## config.mk

```make
export PLATFORM = sky130hd
export DESIGN_NAME = sliding_window_pattern_detector
export DESIGN_NICKNAME = d
export VERILOG_FILES = /design/src/rtl/sliding_window_pattern_detector.sv
export SDC_FILE = /design/constraint.sdc
export NUM_CORES = 1
export LEC_CHECK = 0
export ABC_AREA = 0
export ABC_CLOCK_PERIOD_IN_PS = 4300
export CORE_MARGIN = 5
export CORE_UTILIZATION = 53
export DETAILED_ROUTE_END_ITERATION = 10
export GPL_TIMING_DRIVEN = 0
export PLACE_DENSITY = 0.9
export SETUP_SLACK_MARGIN = 0.05
export SLEW_MARGIN = 20
export SYNTH_ARGS = -nofsm -noshare
export SYNTH_HDL_FRONTEND = slang
export SYNTH_SLANG_ARGS = --single-unit
```

## constraint.sdc

```tcl
create_clock -name clk -period 4.3 [get_ports clk]
set_clock_uncertainty 0.2 [all_clocks]
set_input_delay 0.645 -clock clk [delete_from_list [all_inputs] [get_ports clk]]
set_output_delay 0.645 -clock clk [all_outputs]
set_load 0.005 [all_outputs]
```

## src/rtl/sliding_window_pattern_detector.sv

```systemverilog
// Serial pattern detector over a sliding W-bit window with runtime pattern/mask and optional
// overlap suppression. Define MATCH_COUNT_EN to add the saturating match_cnt output.
module sliding_window_pattern_detector #(
  parameter int W       = 8,
  parameter int OVERLAP = 1,
  parameter int CNT_W   = 16
) (
  input  logic             clk,
  input  logic             rst_n,
  input  logic             in,
  input  logic             en,
  input  logic             cfg_we,
  input  logic [W-1:0]     cfg_pattern,
  input  logic [W-1:0]     cfg_mask,
  output logic             out,
  output logic             armed
`ifdef MATCH_COUNT_EN
  ,
  output logic [CNT_W-1:0] match_cnt
`endif
);

  localparam int FW = $clog2(W);
  localparam logic [FW-1:0] FILL_LAST = FW'(W - 1);

  typedef enum logic {S_FILL, S_RUN} state_t;

  state_t          state_q, state_d;
  logic [FW-1:0]   fill_q, fill_d;
  logic [W-2:0]    hist_q, hist_d;
  logic [W-1:0]    pattern_q, pattern_d;
  logic [W-1:0]    mask_q, mask_d;
  logic [W-1:0]    cand;
  logic            hit;

  // Bit 0 of the candidate window is the bit being presented this cycle.
  assign cand  = {hist_q, in};
  assign hit   = ((cand ^ pattern_q) & mask_q) == '0;
  assign armed = (state_q == S_RUN);
  assign out   = en & armed & ~cfg_we & hit;

  always_comb begin
    state_d   = state_q;
    fill_d    = fill_q;
    hist_d    = hist_q;
    pattern_d = pattern_q;
    mask_d    = mask_q;
    if (cfg_we) begin
      // Reconfiguring discards the window contents logically; hist is reused once refilled.
      pattern_d = cfg_pattern;
      mask_d    = cfg_mask;
      fill_d    = '0;
      state_d   = S_FILL;
    end else if (en) begin
      hist_d = cand[W-2:0];
      case (state_q)
        S_FILL: begin
          fill_d = fill_q + 1'b1;
          if (fill_q == FILL_LAST - 1'b1) state_d = S_RUN;
        end
        S_RUN: begin
          if (out && (OVERLAP == 0)) begin
            fill_d  = '0;
            state_d = S_FILL;
          end
        end
        default: state_d = S_FILL;
      endcase
    end
  end

  always_ff @(posedge clk) begin
    if (!rst_n) begin
      state_q   <= S_FILL;
      fill_q    <= '0;
      hist_q    <= '0;
      pattern_q <= '0;
      mask_q    <= '1;
    end else begin
      state_q   <= state_d;
      fill_q    <= fill_d;
      hist_q    <= hist_d;
      pattern_q <= pattern_d;
      mask_q    <= mask_d;
    end
  end

`ifdef MATCH_COUNT_EN
  always_ff @(posedge clk) begin
    if (!rst_n) begin
      match_cnt <= '0;
    end else if (cfg_we) begin
      match_cnt <= '0;
    end else if (out && (match_cnt != '1)) begin
      match_cnt <= match_cnt + 1'b1;
    end
  end
`else
  logic unused_cnt_w;
  assign unused_cnt_w = |CNT_W;
`endif

endmodule

```

==> run_results.csv, run 1 <==
group,metric,value,unit
grt,grt_pass1_vias,900,
critical_path,reg2reg_depth,4,
sta,setup_viol,0,
sta,rsz0062_at_grt,"false",
cells_and_area,multi_input_area,562,um2
cells_and_area,n_antenna_cell,0,
die,die_h,56.2,um
synthesis,syn_inst,115,
die,initial_utilization,0.566,
hold_path,min_to,"mask_q[3]",
cts,cts.root.buffer_cell,"clkbuf_4",
critical_path,cpMostUsedCell,"clkdlybuf4s50_1",
drt,ant_nets,0,
pwr,p_leak,0.590,nW
sta,fin_crit,3.23,ns
sta,setup_ws,1.07,ns
cells_and_area,fin_area,0.00140,mm2
grt,grt_use_total,0.153,
placement,dp.cells,163,
cts,cts.clk_slew.worst_paths,0.12,ns
cells_and_area,drive_gt1_frac,0.0500,
cts,cts_resized,0,
cells_and_area,layout.cells.most_common_list,"dfxtp_1 (27), nand2_1 (24), clkdlybuf4s50_1 (21)",
critical_path,cp_slowest_cell,"clkdlybuf4s50_1",
placement,postPlaceCellArea,0.00138,mm2
critical_path,cp.arrival,2.38,ns
drt,drt-vias-per-instance,5.12,
synthesis,yosysWarnings,0,
cells_and_area,fin_util,0.701,
pwr,vdd_ir_drop_max,0.000204,V
cts,clkLatencyLatePin,0.31,ns
cells_and_area,layout.nets,164,
grt,grt_max_degree,15,
sta,fmax,310,MHz
critical_path,crit_fanout,2,
cts,post_cts_buffers,0,
die,dieArea,0.00316,mm2
synthesis,mappedNetlistNets,138,
job,maxCapViolCount,0,
grt,antenna_found_initial,0,
hold_path,min_delay_path_depth,2,
die,num_rows,16,
drt,num_vias,855,
critical_path,crit_chain,"clkdlybuf4s50_1, xor2_1, a222oi_1, nand3_1, a211oi_2, clkdlybuf4s50_1",
pwr,p_per_area,304,mW/mm2
sta,hold_violations,0,
synthesis,synth_top_cell_by_area,"dfxtp_1",
cts,cts_buffers,3,
sta,relSlewSlack,0.719,
cts,cts_tree,"built",
grt,grt_overflow,0,
critical_path,r2r-end,"fill_q[2]",
placement,dp_slack,1.07,ns
critical_path,critPathLaunchType,"primary input",
sta,final.setup.tns,0,ns
sta,finalMaxSlewViolations,0,
cts,postCtsHoldBufs,0,
critical_path,timing.rr.start,"armed",
placement,hpwl,1740,um
cells_and_area,fin_cells,167,
critical_path,cp.required,3.45,ns
placement,gp_congestion,0.729,
cts,cts_buffer_depth,2,
critical_path,end_kind,"output pin",
placement,port_buffers,21,
synthesis,netlist_area,0.00113,mm2
die,ioPinCount,23,
drt,wl_per_cell,13.1,um
cells_and_area,fillers,168,
synthesis,synth-seq-area-share,0.477,
grt,grt_pass1_wl,3800,um
hold_path,hold_start,"mask_q[3]",
cts,cts_htree_levels,1,
synthesis,postSynthAreaPerCell,9.86,um2
pwr,power.total,0.427,mW
sta,post-route-period-util,0.750,
cells_and_area,layout.area.seq,541,um2
run_status,outcome,"completed",
synthesis,ys_ff_latch,27,
drt,firstDrtPassIters,5,
critical_path,critical-path-max-stage-delay,0.52,ns
cells_and_area,syn_to_final_growth,23.8,%
drt,drtIter0Drc,16,
cells_and_area,final_common_cell,"dfxtp_1",
drt,drc,0,
die,die_w,56.2,um
die,fp.coreArea,0.00200,mm2
critical_path,r2r_slack,3.05,ns
sta,holdWs,0.291,ns
synthesis,yosys.area.top_type_share,0.477,
cts,cts.sinks,27,
hold_path,min-delay-path-class,"reg2reg",
drt,drt_wl_total,2190,um
synthesis,synth.distinct_cells,20,
sta,worst_pin_slew,0.421,ns
critical_path,worstSetupPathType,"in2out",
synthesis,synth.area.top_cells,"dfxtp_1 (48%), mux2i_1 (14%), nand2_1 (7.9%)",
critical path, delay by kind of cell:
kind / cells / cell delay [ns]
buffers and inverters: 2 / 0.95
AO/OA/AOI/OAI: 2 / 0.48
XOR/XNOR: 1 / 0.15
AND/OR/NAND/NOR: 1 / 0.15
Yosys cell counts:
cell type,number
xor2_1,9
a211oi_2,1
a22oi_1,2
inv_1,1
nand2_1,24
nor2_1,4
ha_1,2
mux2i_1,16
xnor2_1,1
a211oi_1,1
nand3_1,1
nand2b_1,2
dfxtp_1,27
a21boi_0,7
a31oi_1,1
buf_2,1
a222oi_1,1
clkbuf_1,2
nor2b_1,10
buf_4,2
flip-flops by register name, indices dropped and copies added, names as in the netlist:
name	cells
mask_q	8
pattern_q	8
hist_q	7
fill_q	3
armed	1
power breakdown:
part | internal [mW] | switching, mW | total, mW | leakage, nW
logic | 0.0345 | 0.0239 | 0.0584 | 0.354
registers | 0.261 | 0.00689 | 0.268 | 0.221
clock network | 0.0361 | 0.0646 | 0.101 | 0.0150
how the worst max path moves through the flow:
stage	from	end	depth (start not counted)
after floorplan	cfg_we	out	5
after global placement	in	out	6
after global routing	in	out	6
after CTS	in	out	6
after detailed placement	in	out	6
final	in	out	6
kinds of logic (layout without fill, tap and decap cells):
logic type,after synthesis,count (layout),share of synthesized area
and+or+nand+nor,41,41,0.163
adders and majority gates,2,2,0.0221
AOI/OAI and AO/OA,13,13,0.0916
muxes,16,16,0.141
DFF,27,27,0.477
buffers and inverters,6,31,0.0276
xor gates and xnor gates,10,10,0.0773
per-layer routing:
layer / routed length [um] / track usage
met2: 1140 / 0.269
met4: 31 / 0.0881
met1: 905 / 0.167
met5: 0 / 0
met3: 111 / 0.0325
cell type report:
cell class              instances  area share
plain buffers                   5      0.0196
clock buffers                   4      0.0187
inverters                       1     0.00267
multi-input cells              82       0.400
flip-flops and latches         27       0.385
well taps                      27      0.0241
repair buffers                 21       0.150
Note: power is estimated with default switching activity, not from simulation.
==> run 2, diff against run 1 <==
Settings changed: ABC_CLOCK_PERIOD_IN_PS 4300 to 3300, CORE_UTILIZATION 53 to 49, PLACE_DENSITY 0.9 to 0.85.
Clock period 4.3 ns to 3.3 ns, I/O delays scaled along.
==> run_results.csv, run 2 (synthesis results as in run 1) <==
group,metric,value,unit
cts,cts_buffers,3,
critical_path,cp_slowest_cell,"clkdlybuf4s50_1",
critical_path,crit_chain,"clkdlybuf4s50_1, xor2_1, a222oi_1, nand3_1, a211oi_2, clkdlybuf4s50_1",
drt,ant_nets,0,
critical_path,end_kind,"output pin",
placement,port_buffers,21,
cts,post_cts_buffers,0,
placement,postPlaceCellArea,0.00138,mm2
cells_and_area,fillers,196,
pwr,p_leak,0.593,nW
cts,cts_htree_levels,1,
critical_path,cp.arrival,2.18,ns
drt,drt-vias-per-instance,4.88,
sta,setup_ws,0.428,ns
cts,cts.root.buffer_cell,"clkbuf_4",
sta,rsz0062_at_grt,"false",
sta,fin_crit,2.87,ns
cells_and_area,fin_area,0.00141,mm2
cells_and_area,layout.area.seq,541,um2
critical_path,reg2reg_depth,3,
die,initial_utilization,0.512,
cts,cts_resized,0,
drt,wl_per_cell,12.8,um
sta,fmax,348,MHz
pwr,clock_power_share,0.243,
critical_path,r2r_slack,2.07,ns
placement,hpwl,1610,um
cells_and_area,multi_input_area,562,um2
critical_path,r2r-end,"fill_q[1]",
cells_and_area,final_common_cell,"dfxtp_1",
sta,final.setup.tns,0,ns
critical_path,timing.rr.start,"fill_q[0]",
grt,grt_max_degree,16,
critical_path,crit_end,"out",
pwr,power.total,0.561,mW
pwr,p_sw,0.131,mW
cts,clkLatencyLatePin,0.32,ns
critical_path,worstSetupPathType,"in2out",
sta,finalMaxSlewViolations,0,
drt,num_vias,819,
drt,drtIter0Drc,9,
pwr,pwr-share-seq,0.622,
pwr,vdd_ir_drop_max,0.000265,V
die,die_h,58.1,um
pwr,pwr-share-comb,0.135,
drt,drt_wl_total,2150,um
cells_and_area,top_regs,"mask_q: 8 flops, pattern_q: 8 flops, hist_q: 7 flops",
pwr,p_per_area,399,mW/mm2
cells_and_area,layout.cells.most_common_list,"dfxtp_1 (27), nand2_1 (24), clkdlybuf4s50_1 (21)",
die,num_rows,17,
job,maxCapViolCount,0,
drt,firstDrtPassIters,4,
sta,relSlewSlack,0.723,
critical_path,crit_fanout,2,
drt,drc,0,
cells_and_area,n_antenna_cell,0,
cts,cts.sinks,27,
critical_path,startpoint,"in",
sta,post-route-period-util,0.870,
grt,antenna_found_initial,0,
cts,cts_buffer_depth,2,
die,ioPinCount,23,
cells_and_area,layout.nets,164,
pwr,switching_share,0.233,
hold_path,min-delay-path-class,"reg2reg",
cts,postCtsHoldBufs,0,
grt,grt_pass1_vias,862,
sta,worst_pin_slew,0.415,ns
critical_path,cp.required,2.60,ns
die,dieArea,0.00338,mm2
placement,dp_slack,0.417,ns
critical_path,critical-path-max-stage-delay,0.52,ns
die,fp.coreArea,0.00221,mm2
run_status,outcome,"completed",
pwr,intPower,0.430,mW
grt,grt_overflow,0,
die,die_w,58.1,um
placement,gp_congestion,0.733,
cts,cts_tree,"built",
cts,cts.clk_slew.worst_paths,0.13,ns
cells_and_area,syn_to_final_growth,24.1,%
grt,grt_use_total,0.135,
sta,hold_violations,0,
critical_path,critPathLaunchType,"primary input",
grt,grt_pass1_wl,3600,um
cells_and_area,drive_gt1_frac,0.0571,
sta,setup_viol,0,
critical_path,cpMostUsedCell,"clkdlybuf4s50_1",
run 2: cell types whose count changed in the layout (fill, tap and decap cells not counted), sizes merged:
cell / previous run / this run
clkbuf: 6 / 5
clkinv: 0 / 1
run 2: critical path, delay by kind of cell:
family | cells | cell delay [ns]
and+or+nand+nor | 1 | 0.15
buffers and inverters | 2 | 0.95
xor gates and xnor gates | 1 | 0.16
AOI/OAI and AO/OA | 2 | 0.41
run 2: area by class of cell:
| cell class | instances | area share |
|---|---|---|
| multi-input combinational | 82 | 0.399 |
| sequential | 27 | 0.384 |
| timing repair buffer | 21 | 0.149 |
| tap | 28 | 0.0249 |
| buffer | 5 | 0.0196 |
| clock buffer | 3 | 0.0160 |
| clock inverter | 1 | 0.00356 |
| inverter | 1 | 0.00267 |
run 2: power by group through the flow:
stage / combinational, mW / sequential [mW] / clock (mW)
4_1_cts: 0.0767 / 0.349 / 0.140
3_5_place_dp: 0.0759 / 0.356 / 0
2_1_floorplan: 0.0432 / 0.354 / 0
5_1_grt: 0.0832 / 0.351 / 0.153
6_report: 0.0755 / 0.349 / 0.136
3_3_place_gp: 0.0739 / 0.355 / 0
run 2: layer usage:
metal	up-vias	GRT usage	routed length, um
met5	-	0	0
met4	0	0.0397	31
met3	5	0.0379	141
met2	26	0.234	1030
met1	355	0.163	949
li1	433	-	-
run 2: worst min path at each step:
stage / startpoint / endpoint / cells after the start
2_1_floorplan: mask_q[1] / mask_q[1] / 2
3_3_place_gp: mask_q[0] / mask_q[0] / 2
3_5_place_dp: mask_q[0] / mask_q[0] / 2
4_1_cts: hist_q[6] / hist_q[6] / 2
5_1_grt: hist_q[6] / hist_q[6] / 2
6_report: hist_q[6] / hist_q[6] / 2
run 2: per-stage QoR:
step                cells  utilization  hold slack, ns
floorplan             115            -           0.240
global placement      164        0.623           0.255
detailed placement    164        0.623           0.268
CTS                   168        0.636           0.290
global route          168        0.636           0.320
finish                168        0.636           0.292
